[config.mk]
export PLATFORM = sky130hd
export DESIGN_NAME = bist_controller
export DESIGN_NICKNAME = d
export VERILOG_FILES = /design/src/rtl/bist_controller.sv
export SDC_FILE = /design/constraint.sdc
export NUM_CORES = 1
export LEC_CHECK = 0
export ABC_AREA = 1
export BUFFER_PORTS_ARGS = -buffer_cell sky130_fd_sc_hd__buf_2
export CAP_MARGIN = 5
export CORE_AREA = 5 5 42 44
export CTS_CLUSTER_DIAMETER = 80
export DETAILED_ROUTE_END_ITERATION = 12
export DIE_AREA = 0 0 47 49
export GPL_ROUTABILITY_DRIVEN = 0
export HOLD_SLACK_MARGIN = 0.1
export PLACE_DENSITY = 0.69
export RECOVER_POWER = 25
export SLEW_MARGIN = 20
export SYNTH_ARGS = -nofsm -noshare
export SYNTH_HDL_FRONTEND = slang
export SYNTH_SLANG_ARGS = --single-unit
[constraint.sdc]
create_clock -name clock -period 1.3 [get_ports clock]
set_clock_uncertainty 0.1 [all_clocks]
set_input_delay 0.195 -clock clock [delete_from_list [all_inputs] [get_ports clock]]
set_output_delay 0.195 -clock clock [all_outputs]
set_load 0.1 [all_outputs]
[src/rtl/bist_controller.sv]
// BIST sequencer: seeds the TPG, clears the MISR, runs a fixed number of
// patterns through the full-adder CUT and grades the final signature.
module bist_controller #(
   parameter int                   PATTERN_COUNT = 8,
   parameter int                   CNT_WIDTH     = 4,
   parameter int                   SIG_WIDTH     = 4,
   parameter logic [SIG_WIDTH-1:0] GOLDEN_SIG    = 4'b1010
) (
   input  logic                 clock,
   input  logic                 reset,
   input  logic                 start,
   input  logic                 abort,
   input  logic [SIG_WIDTH-1:0] ora_signature,
   output logic                 tpg_load,
   output logic                 ora_clear,
   output logic                 tpg_enable,
   output logic                 ora_enable,
   output logic                 test_mode,
   output logic                 busy,
   output logic                 done,
   output logic                 pass,
   output logic                 fail,
   output logic [CNT_WIDTH-1:0] pattern_idx
);

   typedef enum logic [2:0] {
      S_IDLE,
      S_INIT,
      S_RUN,
      S_COMPARE,
      S_DONE
   } state_t;

   // Terminal compare, so a full 2**CNT_WIDTH run never relies on wrap.
   localparam logic [CNT_WIDTH-1:0] LAST_IDX = CNT_WIDTH'(PATTERN_COUNT - 1);

   state_t               state_q, state_d;
   logic [CNT_WIDTH-1:0] cnt_q, cnt_d;
   logic                 pass_q, pass_d;
   logic                 fail_q, fail_d;

   always_ff @(posedge clock or posedge reset) begin
      if (reset) begin
         state_q <= S_IDLE;
         cnt_q   <= '0;
         pass_q  <= 1'b0;
         fail_q  <= 1'b0;
      end else begin
         state_q <= state_d;
         cnt_q   <= cnt_d;
         pass_q  <= pass_d;
         fail_q  <= fail_d;
      end
   end

   always_comb begin
      state_d = state_q;
      unique case (state_q)
         S_IDLE:    if (start) state_d = S_INIT;
         S_INIT:    state_d = S_RUN;
         S_RUN:     if (cnt_q == LAST_IDX) state_d = S_COMPARE;
         S_COMPARE: state_d = S_DONE;
         S_DONE:    if (start) state_d = S_INIT;
         default:   state_d = S_IDLE;
      endcase
      if (abort) state_d = S_IDLE;
   end

   // Counter only lives inside RUN, so it reads as zero everywhere else.
   always_comb begin
      cnt_d  = '0;
      pass_d = pass_q;
      fail_d = fail_q;
      if (state_q == S_RUN && state_d == S_RUN) cnt_d = cnt_q + 1'b1;
      if (state_q == S_COMPARE && state_d == S_DONE) begin
         pass_d = (ora_signature == GOLDEN_SIG);
         fail_d = (ora_signature != GOLDEN_SIG);
      end else if (state_d != S_DONE) begin
         pass_d = 1'b0;
         fail_d = 1'b0;
      end
   end

   always_comb begin
      tpg_load    = (state_q == S_INIT);
      ora_clear   = (state_q == S_INIT);
      tpg_enable  = (state_q == S_RUN);
      ora_enable  = (state_q == S_RUN);
      test_mode   = (state_q == S_INIT) || (state_q == S_RUN) ||
                    (state_q == S_COMPARE);
      busy        = test_mode;
      done        = (state_q == S_DONE);
      pass        = pass_q;
      fail        = fail_q;
      pattern_idx = cnt_q;
   end

endmodule

# [Word-level counts from Yosys, hierarchy flattened]
# Index checks and enable logic that the tools add are counted.
[word_totals] ff_bits=9 inputBits=8 output_inout_bits=13 wordCells=30
[classes] addsub=1 n_eq_ne=10 n_reduce_logical=7 mux=8
[ops] operator="3-bit one-hot mux with 4 select lines" n=1
[ops] operator="3-bit by 2-bit == test with 1-bit output (second input constant)" n=3
[ops] operator="3-bit 2-to-1 mux" n=3
[ops] operator="3-bit == test (second input constant)" n=2
[ops] operator="4-bit by 1-bit adder with 4-bit output (second input constant)" n=1
[ops] operator="4-bit by 3-bit == test with 1-bit output (second input constant)" n=1
[ops] operator="4-bit == test (second input constant)" n=1
[ops] operator="4-bit 2-to-1 mux" n=1
[ops] operator="4-bit inequality test (second input constant)" n=1
[ops] operator="3-bit by 1-bit == test with 1-bit output (second input constant)" n=1
[ops] operator="3-bit zero test" n=1
[ops] operator="1-bit 2-to-1 mux" n=3
[ops] operator="3-bit inequality test (second input constant)" n=1
[ops] operator="1-bit logical AND" n=2
[ops] operator="1-bit logical OR" n=2
[ops] operator="2-bit nonzero test" n=1
[ops] operator="2-bit OR reduction" n=1

# [Logic depth before layout (Yosys ltp)]
# Gate-level depths: netlist (run 1).
[logic_depth] depth_word=7 ltp_mapped=5 depth_no_buf=5

# [Worst setup path before layout (run 1)]
# OpenSTA, ideal clock, no wires.
[synth_timing] path_kind="register to output" start="register state_q[0]" end="output tpg_load" arrival_time_ns=3.169 t_required_ns=1.005 path_stages_with_launch=4 path_slack_ns=-2.164 path_cell_list="dfrtp_1 inv_1 nor3_1 buf_4"
[synth_via] elab_chain_len=1
[synth_rtl] element="start, declared" line_no="37" text="state_t state_q, state_d;"
[synth_rtl] element="start signal, assigned" line_no="49" text="state_q <= state_d;"
[synth_rtl] element="3-bit by 1-bit == test with 1-bit output"
[synth_rtl] element="end, declared" line_no="14" text="output logic tpg_load,"
# No other way between the ends.

# [Worst setup path in the final report (run 1)]
[layout_timing] start="register state_q[1]" end="output tpg_load"
[layout_via] elab_chain_len=1
[layout_rtl] element="3-bit by 1-bit == test with 1-bit output" line_no="85" text="tpg_load = (state_q == S_INIT);"
# No other way between the ends.

==> results of run 1 <==
routing by layer:
layer / global-route usage (%) / wire [um] / up-vias
li1: - / - / 233
met1: 16.0 / 468 / 204
met2: 18.1 / 577 / 20
met3: 3.32 / 86 / 4
met4: 2.76 / 29 / 0
met5: 0 / 0 / -
area by class of cell:
type                       count  area [um2]  area share, %
inverter                      10        37.5           3.98
clock buffer                   4        26.3           2.79
sequential                     9         234           24.8
multi-input combinational     34         234           24.8
tap                           16        20.0           2.12
timing repair buffer          30         390           41.4
power by group through the flow:
stage	combinational, mW	clock [mW]	sequential [mW]
after floorplan	0.209	0	0.311
after global placement	0.287	0	0.300
after detailed placement	0.290	0	0.301
after CTS	0.308	0.211	0.295
after global routing	0.337	0.242	0.297
final	0.322	0.214	0.296
sequential cells by signal, indices dropped and copies added (netlist names):
register / count
pattern_idx: 4
state_q: 3
pass: 1
fail: 1
stage by stage:
stage,setup slack (ns),TNS (ns),utilization [%]
finish,-0.235,-1.52,67.2
global route,-0.310,-2.61,67.2
CTS,-0.230,-1.47,63.9
detailed placement,-0.00544,-0.0107,58.5
global placement,0.0314,0,58.5
floorplan,-0.608,-4.02,-
repair_timing:
| action | 4_1_cts | 5_1_grt |
|---|---|---|
| hold buffers | 2 | 0 |
| endpoints found under the setup margin | 7 | 14 |
| endpoints found under the hold margin | 11 | 0 |
| buffers inserted | 3 | 2 |
| pin swaps | 4 | 3 |
| gates resized for setup | 3 | 8 |
kinds of logic (layout without fill, tap and decap cells):
| group | Yosys count | in the layout | share of synthesized area, % |
|---|---|---|---|
| AOI/OAI and AO/OA | 3 | 3 | 3.74 |
| xor gates and xnor gates | 2 | 2 | 3.74 |
| adders and majority gates | 1 | 1 | 2.67 |
| buffers and inverters | 13 | 44 | 12.8 |
| DFF | 9 | 9 | 48.1 |
| and+or+nand+nor | 28 | 28 | 28.9 |
layout by cell type, fill, tap and decap left out:
master	n
nor2_2	2
nor2_4	3
nand4_1	2
buf_2	7
clkbuf_1	1
nand3_1	4
inv_1	8
nand4_4	1
nor3_4	1
xnor2_1	1
inv_2	2
dfrtp_1	2
buf_4	4
a21oi_2	1
buf_12	13
nand2b_1	1
a21oi_1	1
nand2_1	5
dlygate4sd3_1	2
o21a_1	1
buf_6	4
ha_1	1
nand2_2	3
clkbuf_4	3
xor2_1	1
dfrtp_2	7
nor2_1	6
worst max-delay path: stages (launching register included):
cell and delay [ns]:
dfrtp_2 0.45, nor3_4 0.32, buf_12 0.22
final timing paths:
| check | endpoint | slack (ns) | startpoint | depth (start not counted) |
|---|---|---|---|---|
| max | tpg_load | -0.23 | state_q[1] | 2 |
| min | fail | 0.13 | ora_signature[1] | 4 |
| max reg2reg | pattern_idx[2] | -0.05 | state_q[2] | 7 |
| min reg2reg | pattern_idx[0] | 0.45 | pattern_idx[0] | 2 |
| max in group asynchronous | pattern_idx[2] | 0.46 | reset | 3 |
| min in group asynchronous | state_q[0] | 0.36 | reset | 3 |
==> out/summary.log, run 1 <==
INFO  power          power.net_switching=0.309mW
INFO  timing         relSlewSlack=75.8%
INFO  power          netSwitchingFraction=37.1%
INFO  synthesis      yosysTopAreaCellShare=48.1%
INFO  synthesis      synthTopCellsByArea=dfrtp_1 (48%), inv_1 (8.0%), nor2_1 (8.0%)
INFO  timing         hold_slack=0.131ns
INFO  routing        vias=461
INFO  final_layout   fillCellCount=119
INFO  global_routing first_global_vias=481
INFO  synthesis      synth_top_cells_by_count=inv_1 (10), nor2_1 (10), dfrtp_1 (9)
INFO  synthesis      synth_top_cell_by_area=dfrtp_1
INFO  clocking       cts-root-to-sink-buffers=2
INFO  power          power_density=883nW/um2
INFO  synthesis      count_of_mapped_cells_out_of_synthesis=56
INFO  power          pwr-share-comb=38.7%
INFO  worst_setup_path critPathRequiredTime=1.00ns
INFO  synthesis      synth_edf_count=0
INFO  power          internal_power=0.523mW
INFO  synthesis      synth_seq_area_share=48.1%
INFO  global_routing antenna_violations_before_repair=0
INFO  synthesis      synth_fp_nets=65
INFO  power          leakagePower=0.423nW
INFO  status         run_status=finished with violations
INFO  routing        drc_errors=0
INFO  clocking       cts_sinks=9
INFO  worst_setup_path worst_setup_path_start_kind=flip-flop
INFO  synthesis      ys_seq_elements=9
INFO  routing        initialDrtViolationCount=6
INFO  clocking       cts.reportedPaths.clkPinSlew=0.06ns
INFO  routing        wl_per_cell=11.3um
INFO  die            dieArea=2300um2
INFO  die            dieHeight=49um
INFO  status         failing_checks=negative setup slack
INFO  worst_setup_path worst_setup_path_end_kind=output pin
INFO  placed_design  io_buffers=20
INFO  final_layout   area.growth.synth_to_final=101%
INFO  clocking       tritoncts_clock_tree=yes
INFO  routing        routed_via_density=4.48
INFO  routing        ant_nets=0
INFO  worst_setup_path timing.critical_path.fanout_max=5
INFO  die            floorplan.rows=14
INFO  global_routing grt_first_pass_wirelength=2050um
INFO  placed_design  detailedPlacementHpwl=879um
INFO  final_layout   finish.net_count=97
INFO  power          finalPower=0.832mW
INFO  power          clkPwrFrac=25.7%
INFO  timing         max_slew_violations=0
INFO  synthesis      syn-mean-instance-area=8.36um2
INFO  synthesis      asyncSetResetFlopFracSynth=100%
INFO  synthesis      commonest_register_cell_after_synthesis=dfrtp_1
INFO  final_layout   final-instance-count-excl-fill=103
INFO  timing         setup_viol_count_final=11
INFO  timing         timing.final.crit_period=1.53ns
INFO  die            core=1400um2
INFO  worst_setup_path worstSetupPathType=reg -> out
INFO  global_routing groute.usage.overall=11.8%
INFO  clocking       htree_num_levels=1
INFO  placed_design  dpl.cell_count=92
INFO  placed_design  area_of_placed_instances=820um2
INFO  final_layout   fin_area=942um2
INFO  global_routing globalRouteOverflowTotal=0
INFO  synthesis      syn_area=468um2
INFO  die            die_w=47um
INFO  timing         final.setup.worst_slack=-0.235ns
INFO  die            effective_utilization_at_floorplan=33.4%
INFO  clocking       cts-root-buf=clkbuf_4
INFO  power          ir_worst_vdd=501uV
INFO  timing         finalHoldViolations=0
INFO  worst_setup_path cp_data_arrival_time=1.24ns
INFO  timing         worstMarginPinSlew=0.363ns
INFO  synthesis      yosysUniqueCellTypes=16
INFO  die            io-pin-count=21
INFO  timing         post-route-period-util=118%
INFO  clocking       insertion_delay=0.25ns
INFO  timing         rsz0062_at_grt=true
INFO  routing        routed_wirelength=1160um
INFO  flow_run       max-cap-violations=0
INFO  timing         maxClockFrequency=0.652GHz
INFO  routing        drt-pass1-iter-count=2
INFO  final_layout   antenna_cells_inserted=0
INFO  worst_hold_path min_path_type=in -> reg
INFO  power          pwr-share-seq=35.6%
INFO  synthesis      synth-warning-count=0
INFO  global_routing grt_max_degree=10
INFO  clocking       cts_bufs_inserted=3
INFO  final_layout   fraction_of_final_layout_cells_sized_beyond_drive_strength_1=58.6%
Note: power is estimated with default switching activity, not from simulation.
==> inputs of run 2 (changes only) <==
Settings changed: BUFFER_PORTS_ARGS -buffer_cell sky130_fd_sc_hd__buf_2 to default, DONT_BUFFER_PORTS from default to 1, PLACE_DENSITY 0.69 to 0.55.
==> out/summary.log, run 2 (same netlist as run 1, synthesis figures left out) <==
INFO  die            floorplan.rows=14
INFO  final_layout   finish.net_count=93
INFO  global_routing grt_first_pass_wirelength=1620um
INFO  routing        initialDrtViolationCount=5
INFO  worst_setup_path cp_slowest_cell=dfrtp_2
INFO  worst_setup_path max_stage_delay=0.45ns
INFO  timing         finalHoldViolations=0
INFO  timing         worstMarginPinSlew=0.494ns
INFO  status         failing_checks=negative setup slack
INFO  worst_setup_path r2r-start=state_q[0]
INFO  clocking       cts_sinks=9
INFO  global_routing groute.usage.overall=9.82%
INFO  die            io-pin-count=21
INFO  power          power_density=971nW/um2
INFO  worst_setup_path crit-reg2reg-capture=state_q[1]
INFO  routing        met3RoutedLength=96um
INFO  routing        routed_wirelength=1040um
INFO  worst_setup_path path_buf_inv=2
INFO  worst_setup_path cp_data_arrival_time=1.22ns
INFO  clocking       cts_bufs_inserted=3
INFO  power          internal_power=0.521mW
INFO  timing         rsz0062_at_grt=true
INFO  die            dieArea=2300um2
INFO  global_routing first_global_vias=415
INFO  power          leakagePower=0.388nW
INFO  routing        route.top_layer_used=met4
INFO  power          finalPower=0.828mW
INFO  routing        vias=446
INFO  global_routing globalRouteOverflowTotal=0
INFO  routing        drt-pass1-iter-count=2
INFO  timing         setup_viol_count_final=8
INFO  die            die_w=47um
INFO  clocking       insertion_delay=0.26ns
INFO  worst_setup_path worst_setup_path_start_kind=flip-flop
INFO  clocking       cts-root-buf=clkbuf_4
INFO  clocking       cts-root-to-sink-buffers=2
INFO  placed_design  io_buffers=0
INFO  timing         relSlewSlack=67.1%
INFO  worst_setup_path worst_setup_path_end_kind=output pin
INFO  worst_setup_path worstSetupPathType=reg -> out
INFO  global_routing grt_max_degree=10
INFO  worst_setup_path worst_path_dominant_cell_family=flip-flops
INFO  routing        routed_via_density=4.51
INFO  clocking       htree_num_levels=1
INFO  timing         maxClockFrequency=0.662GHz
INFO  power          ir_worst_vdd=512uV
INFO  placed_design  area_of_placed_instances=689um2
INFO  die            core=1400um2
INFO  worst_hold_path min_path_type=in -> async
INFO  routing        ant_nets=0
INFO  power          netSwitchingFraction=37.1%
INFO  status         run_status=finished with violations
INFO  timing         timing.final.crit_period=1.51ns
INFO  timing         post-route-period-util=116%
INFO  placed_design  detailedPlacementHpwl=779um
INFO  final_layout   antenna_cells_inserted=0
INFO  final_layout   fin_area=853um2
INFO  final_layout   most_used_cells_in_the_layout_excluding_fill_and_tap_cells=buf_4 (11), inv_1 (7), dfrtp_2 (7), dlygate4sd3_1 (7)
INFO  routing        wirelength_met1=401um
INFO  final_layout   area.growth.synth_to_final=82.4%
INFO  clocking       tritoncts_clock_tree=yes
INFO  timing         final.setup.worst_slack=-0.211ns
INFO  routing        drc_errors=0
INFO  power          power.net_switching=0.307mW
INFO  timing         max_slew_violations=0
INFO  final_layout   fraction_of_final_layout_cells_sized_beyond_drive_strength_1=49.4%
INFO  power          pwr-share-comb=37.7%
INFO  die            dieHeight=49um
INFO  worst_setup_path critPathRequiredTime=1.00ns
INFO  placed_design  place_worst_setup_slack=-0.0267ns
INFO  final_layout   layout_commonest_cell=buf_4
INFO  power          clkPwrFrac=26.1%
INFO  clocking       cts.reportedPaths.clkPinSlew=0.06ns
INFO  worst_setup_path slack_of_the_worst_reg_to_reg_path=-0.02ns
INFO  die            effective_utilization_at_floorplan=33.4%
INFO  flow_run       max-cap-violations=0
INFO  worst_setup_path ff2ff_path_depth=6
INFO  global_routing antenna_violations_before_repair=0
INFO  power          pwr-share-seq=36.1%
INFO  worst_setup_path critical_path.cell_chain=nor3_4, buf_4, buf_16
INFO  worst_setup_path timing.critical_path.fanout_max=5
INFO  final_layout   largest_reg_flops=4
INFO  routing        wl_per_cell=10.5um
INFO  routing        met2_wirelength=520um
## run 2: cell types whose count changed in the layout (fill, tap and decap cells not counted), moves of 2 or more
cell and change:
nand2_2 -2, buf_6 -2, buf_2 -7, buf_12 -8, buf_4 +7, dlygate4sd3_1 +5
## run 2: timing repair
action,CTS,global route
buffers inserted,2,3
hold endpoints to repair,15,0
gates resized for setup,3,6
hold buffers,7,0
pin swaps,4,4
setup endpoints to repair,7,11
## run 2: power groups by stage
stage | clock network (mW) | registers (mW) | logic (mW)
after floorplan | 0 | 0.311 | 0.209
after global placement | 0 | 0.302 | 0.269
after detailed placement | 0 | 0.303 | 0.270
after CTS | 0.226 | 0.299 | 0.297
after global routing | 0.235 | 0.300 | 0.326
final | 0.217 | 0.299 | 0.313
## run 2: metrics by stage
step	hold slack [ns]	util (%)	TNS (ns)	std cells
floorplan	-0.0775	-	-4.02	56
global placement	-0.0350	49.2	0	83
detailed placement	-0.0336	49.2	-0.0459	83
CTS	0.234	57.4	-1.71	96
global route	0.270	60.9	-1.79	99
finish	0.235	60.9	-1.40	99
## run 2: routing by layer
metal | vias to the layer above | GRT usage, %
li1 | 226 | -
met1 | 202 | 10.7
met2 | 16 | 16.1
met3 | 2 | 2.95
met4 | 0 | 5.53
met5 | - | 0
## run 2: worst max path at each step
stage | end | cells after the start | startpoint | slack (ns)
global placement | ora_clear | 2 | state_q[1] | 0.01
global route | tpg_load | 3 | state_q[1] | -0.25
finish | tpg_load | 3 | state_q[1] | -0.21
floorplan | tpg_load | 3 | state_q[0] | -0.61
detailed placement | ora_clear | 2 | state_q[1] | -0.03
CTS | ora_clear | 3 | state_q[0] | -0.30
## run 2: cell type report
cell class / instances / area [um2]
Multi-Input combinational cell: 34 / 233
Tap cell: 16 / 20.0
Inverter: 10 / 37.5
Fill cell: 119 / 548
Sequential cell: 9 / 234
Clock buffer: 4 / 26.3
Timing Repair Buffer: 26 / 303
## run 2: worst reg2reg max path, stage by stage, from the launching register on
cell	delay [ns]
dfrtp_1	0.42
inv_2	0.10
nor3_4	0.04
buf_4	0.15
buf_4	0.12
buf_4	0.12
o21a_1	0.15
